[config.mk]
export PLATFORM = sky130hd
export DESIGN_NAME = rf_wb_arbiter
export DESIGN_NICKNAME = d
export VERILOG_FILES = /design/src/rtl/rf_wb_arbiter.sv
export SDC_FILE = /design/constraint.sdc
export NUM_CORES = 1
export LEC_CHECK = 0
export CORE_ASPECT_RATIO = 0.6
export CORE_MARGIN = 1
export CORE_UTILIZATION = 40
export DETAILED_ROUTE_END_ITERATION = 12
export GPL_TIMING_DRIVEN = 1
export PLACE_DENSITY_LB_ADDON = 0.12
export SLEW_MARGIN = 5
export SYNTH_ARGS = -nofsm -noshare
export SYNTH_HDL_FRONTEND = slang
export SYNTH_SLANG_ARGS = --single-unit
[constraint.sdc]
create_clock -name clk_i -period 2.16 [get_ports clk_i]
set_input_delay 0.324 -clock clk_i [delete_from_list [all_inputs] [get_ports clk_i]]
set_output_delay 0.324 -clock clk_i [all_outputs]
set_load 0.005 [all_outputs]
[src/rtl/rf_wb_arbiter.sv]
// Write-back arbiter for the shared register-file write port, plus a pending-write
// scoreboard that issue logic queries to stall reads of stale operands.
module rf_wb_arbiter (
    input  logic        clk_i,
    input  logic        rst_i,
    input  logic        req0_valid_i,
    input  logic [4:0]  req0_rd_i,
    input  logic [31:0] req0_data_i,
    output logic        req0_ready_o,
    input  logic        req1_valid_i,
    input  logic [4:0]  req1_rd_i,
    input  logic [31:0] req1_data_i,
    output logic        req1_ready_o,
    input  logic        mark_valid_i,
    input  logic [4:0]  mark_rd_i,
    input  logic [4:0]  rs1_index_i,
    input  logic [4:0]  rs2_index_i,
    output logic        rs1_busy_o,
    output logic        rs2_busy_o,
    output logic        wb_en_o,
    output logic [4:0]  rd_index_o,
    output logic [31:0] wb_data_o
);

    logic        last_grant_q, last_grant_d;
    logic        wb_en_q, wb_en_d;
    logic [4:0]  rd_index_q, rd_index_d;
    logic [31:0] wb_data_q, wb_data_d;
    logic [31:0] busy_q, busy_d;
    logic        gnt0, gnt1;

    // Grants depend only on the valids and the round-robin pointer.
    always_comb begin
        gnt0 = 1'b0;
        gnt1 = 1'b0;
        if (!rst_i) begin
            if (req0_valid_i && req1_valid_i) begin
                gnt0 = last_grant_q;
                gnt1 = !last_grant_q;
            end else begin
                gnt0 = req0_valid_i;
                gnt1 = req1_valid_i;
            end
        end
    end

    assign req0_ready_o = gnt0;
    assign req1_ready_o = gnt1;

    always_comb begin
        last_grant_d = last_grant_q;
        wb_en_d      = 1'b0;
        rd_index_d   = rd_index_q;
        wb_data_d    = wb_data_q;
        if (gnt0) begin
            last_grant_d = 1'b0;
            wb_en_d      = |req0_rd_i;
            rd_index_d   = req0_rd_i;
            wb_data_d    = req0_data_i;
        end else if (gnt1) begin
            last_grant_d = 1'b1;
            wb_en_d      = |req1_rd_i;
            rd_index_d   = req1_rd_i;
            wb_data_d    = req1_data_i;
        end
    end

    // Clear on the register-file write edge; a same-edge set wins since it is a newer producer.
    always_comb begin
        busy_d = busy_q;
        if (wb_en_q) begin
            busy_d[rd_index_q] = 1'b0;
        end
        if (mark_valid_i && (mark_rd_i != 5'd0)) begin
            busy_d[mark_rd_i] = 1'b1;
        end
        busy_d[0] = 1'b0;
    end

    always_ff @(posedge clk_i or posedge rst_i) begin
        if (rst_i) begin
            last_grant_q <= 1'b1;
            wb_en_q      <= 1'b0;
            rd_index_q   <= 5'd0;
            wb_data_q    <= 32'd0;
            busy_q       <= 32'd0;
        end else begin
            last_grant_q <= last_grant_d;
            wb_en_q      <= wb_en_d;
            rd_index_q   <= rd_index_d;
            wb_data_q    <= wb_data_d;
            busy_q       <= busy_d;
        end
    end

    assign rs1_busy_o = busy_q[rs1_index_i];
    assign rs2_busy_o = busy_q[rs2_index_i];
    assign wb_en_o    = wb_en_q;
    assign rd_index_o = rd_index_q;
    assign wb_data_o  = wb_data_q;

endmodule

==> results.py <==
metrics = {
    "timing": {
        "max_freq_mhz": 475.7,
        "final.period_utilization": 0.9732,
        "clock_skew_ns": 0.004470,
        "rsz0062_at_grt": "yes",
        "hold_violations": 0,
        "worst_slew_pin_slew_ns": 0.9809,
        "setup_violations": 0,
        "min_period_ns": 2.102,
        "slew_headroom": 0.3436,
        "finalMaxSlewViolations": 0,
    },
    "place": {
        "hpwlAfterDp_um": 8064,
        "gp_congestion": 0.8443,
        "dpl_cell_area_um2": 5012,
        "io_buffers": 135,
    },
    "grt": {
        "grt.busiest_layer": "met2",
        "grt_pass1_vias": 3381,
        "grt_usage": 0.2575,
        "use_met2": 0.4057,
        "gr-usage-met1": 0.3338,
        "grt_max_degree": 71,
        "grt_use_met3": 0.09816,
        "grt_overflow": 0,
        "antenna_found_initial": 0,
        "grt_pass1_wl_um": 17410,
    },
    "clock_tree": {
        "cts_buffers": 9,
        "clock_latency_ns": 0.33,
        "root_buffer": "clkbuf_16",
        "clkTransAtPathRegs_ns": 0.05,
        "cts_sinks": 70,
        "postCtsHoldBufs": 0,
        "cts_max_level": 3,
        "ctsLongestPathBuffers": 2,
        "tritoncts": "yes",
        "cts_setup_buffers": 0,
    },
    "drt": {
        "wl_per_cell_um": 19.05,
        "drt-total-wl_um": 11130,
        "drt_iter0_markers": 441,
        "drc_errors": 0,
        "ant_nets": 0,
        "num_vias": 3397,
        "avgViaCountPerCell": 5.817,
        "dr.pass1.iters": 7,
    },
    "logic_synthesis": {
        "netlist.area_leader.share": 0.4941,
        "syn_nets": 428,
        "yosys_warnings": 0,
        "synth_edf_count": 0,
        "yosys_most_used_dff": "dfrtp_1",
        "syn_inst": 334,
        "synth_common_cells": "dfrtp_1 (69), o21ai_0 (64), inv_1 (41)",
        "yosys_register_bits": 70,
        "yosysUniqueCellTypes": 30,
        "synth.yosys.seq_area_share": 0.5016,
        "avgSynthCellArea_um2": 10.46,
        "postSynth.asyncResetShare": 1.000,
        "synth_most_common_cell": "dfrtp_1",
        "synth_area_um2": 3495,
        "synthTopCellsByArea": "dfrtp_1 (49%), a222oi_1 (11%), o21ai_0 (9.2%), mux2i_1 (5.2%), inv_1 (4.4%)",
        "synth_area_leader_cell": "dfrtp_1",
    },
    "cells_and_area": {
        "multiInputGateArea_um2": 1500,
        "syn2layout_area_growth_pct": 50.56,
        "design_area_um2": 5261,
        "regArea_um2": 1753,
        "fin_util": 0.6444,
        "drive_above_1_share": 0.08403,
        "n_antenna_cell": 0,
        "fin_nets": 567,
        "fill_cells": 654,
    },
    "floorplan": {
        "start_util": 0.4280,
        "die-width_um": 122.7,
        "rows": 25,
        "die_h_um": 74.40,
        "dieArea_um2": 9127,
        "core-area_um2": 8164,
        "io_pins": 136,
    },
    "worst_setup_path": {
        "end_kind": "output port",
        "crit_path_start_kind": "flop",
        "arrival_ns": 1.78,
        "crit_fanout": 3,
        "critical_path_class": "flop to output port",
        "critPathRequiredTime_ns": 1.84,
    },
    "job": {
        "maxCapViolations": 0,
    },
    "status": {
        "status": "completed",
    },
    "hold_path": {
        "hold_path.class": "flop to flop",
    },
    "power_and_ir_drop": {
        "peakVddDrop_v": 0.0004902,
        "power.leakage_nw": 2.213,
        "power_density_nw_per_um2": 874.6,
    },
}
cell families (layout without fill, tap and decap cells):
family                 count (synthesis)  count (layout)  synth area share
buffers and inverters                 61             203           0.07555
AND/OR/NAND/NOR                       58              58           0.09524
flip-flops                            70              70            0.5016
multiplexers                          24              24           0.09237
AO/OA/AOI/OAI                        121             121            0.2352
per-layer routing:
| layer | vias to the layer above | part of all wire |
|---|---|---|
| li1 | 1551 | - |
| met1 | 1682 | 0.44 |
| met2 | 154 | 0.46 |
| met3 | 10 | 0.093 |
| met4 | 0 | 0.0072 |
| met5 | - | 0 |
report_power, final:
group / switching, mW / internal, mW / total (mW)
logic: 0.547 / 0.757 / 1.30
registers: 0.324 / 1.68 / 2.00
clock network: 0.502 / 0.791 / 1.29
total: 1.37 / 3.23 / 4.60
flip-flops by register name (all words and copies together) (netlist names):
signal / count
wb_en_o: 1
wb_data_o: 32
rd_index_o: 5
last_grant_q: 1
busy_q: 31
worst paths after layout:
path	start	to	slack [ns]	cells past startpoint
min in group asynchronous	rst_i	wb_data_o[22]	0.75	3
min	wb_data_o[13]	wb_data_o[13]	0.50	2
max reg2reg	last_grant_q	wb_data_o[11]	0.63	5
min reg2reg	wb_data_o[13]	wb_data_o[13]	0.50	2
max	busy_q[7]	rs1_busy_o	0.06	5
max in group asynchronous	rst_i	wb_data_o[2]	0.86	3
critical path, cell delays in order (launching register included):
cell      delay, ns
dfrtp_1        0.42
mux4_2         0.52
nand2b_4       0.16
o211ai_1       0.10
nand4_1        0.12
buf_2          0.15
per-stage QoR:
| stage | power, mW | TNS [ns] | hold WS (ns) | std cells | setup WS (ns) |
|---|---|---|---|---|---|
| detailed placement | 3.304 | -0.9273 | 0.4959 | 570 | -0.4979 |
| floorplan | 2.570 | 0 | 0.4452 | 334 | 0.03240 |
| CTS | 4.600 | 0 | 0.5071 | 584 | 0.04567 |
| finish | 4.602 | 0 | 0.5043 | 584 | 0.05787 |
| global route | 4.871 | -0.007964 | 0.5207 | 584 | -0.007964 |
| global placement | 3.258 | -0.7581 | 0.4886 | 570 | -0.3899 |
area by class of cell:
| type | instances | share of cell area |
|---|---|---|
| clock buffer | 12 | 0.04685 |
| clock inverter | 2 | 0.001902 |
| inverter | 41 | 0.02996 |
| sequential | 70 | 0.3332 |
| timing repair buffer | 148 | 0.2773 |
| tap | 108 | 0.02568 |
| multi-input combinational | 203 | 0.2851 |
cell usage in the layout, fill, tap and decap left out, types with 3 or more instances in the layout:
| cell | n |
|---|---|
| nor2b_1 | 4 |
| mux2i_1 | 18 |
| clkdlybuf4s50_1 | 129 |
| dfrtp_1 | 69 |
| dlygate4sd2_1 | 4 |
| mux4_2 | 4 |
| nand2_1 | 8 |
| o21ai_0 | 64 |
| or3b_2 | 3 |
| a22oi_1 | 4 |
| buf_4 | 11 |
| inv_1 | 40 |
| nand3b_1 | 10 |
| nand3_1 | 12 |
| a21oi_1 | 6 |
| a222oi_1 | 37 |
| clkbuf_16 | 9 |
| nor2_1 | 8 |
| nand2b_1 | 5 |
what timing repair did:
| action | in CTS | in global routing |
|---|---|---|
| pin swaps | 1 | 1 |
| gates resized for setup | 10 | 2 |
| setup endpoints to repair | 2 | 2 |
(Power assumes the default switching activity.)
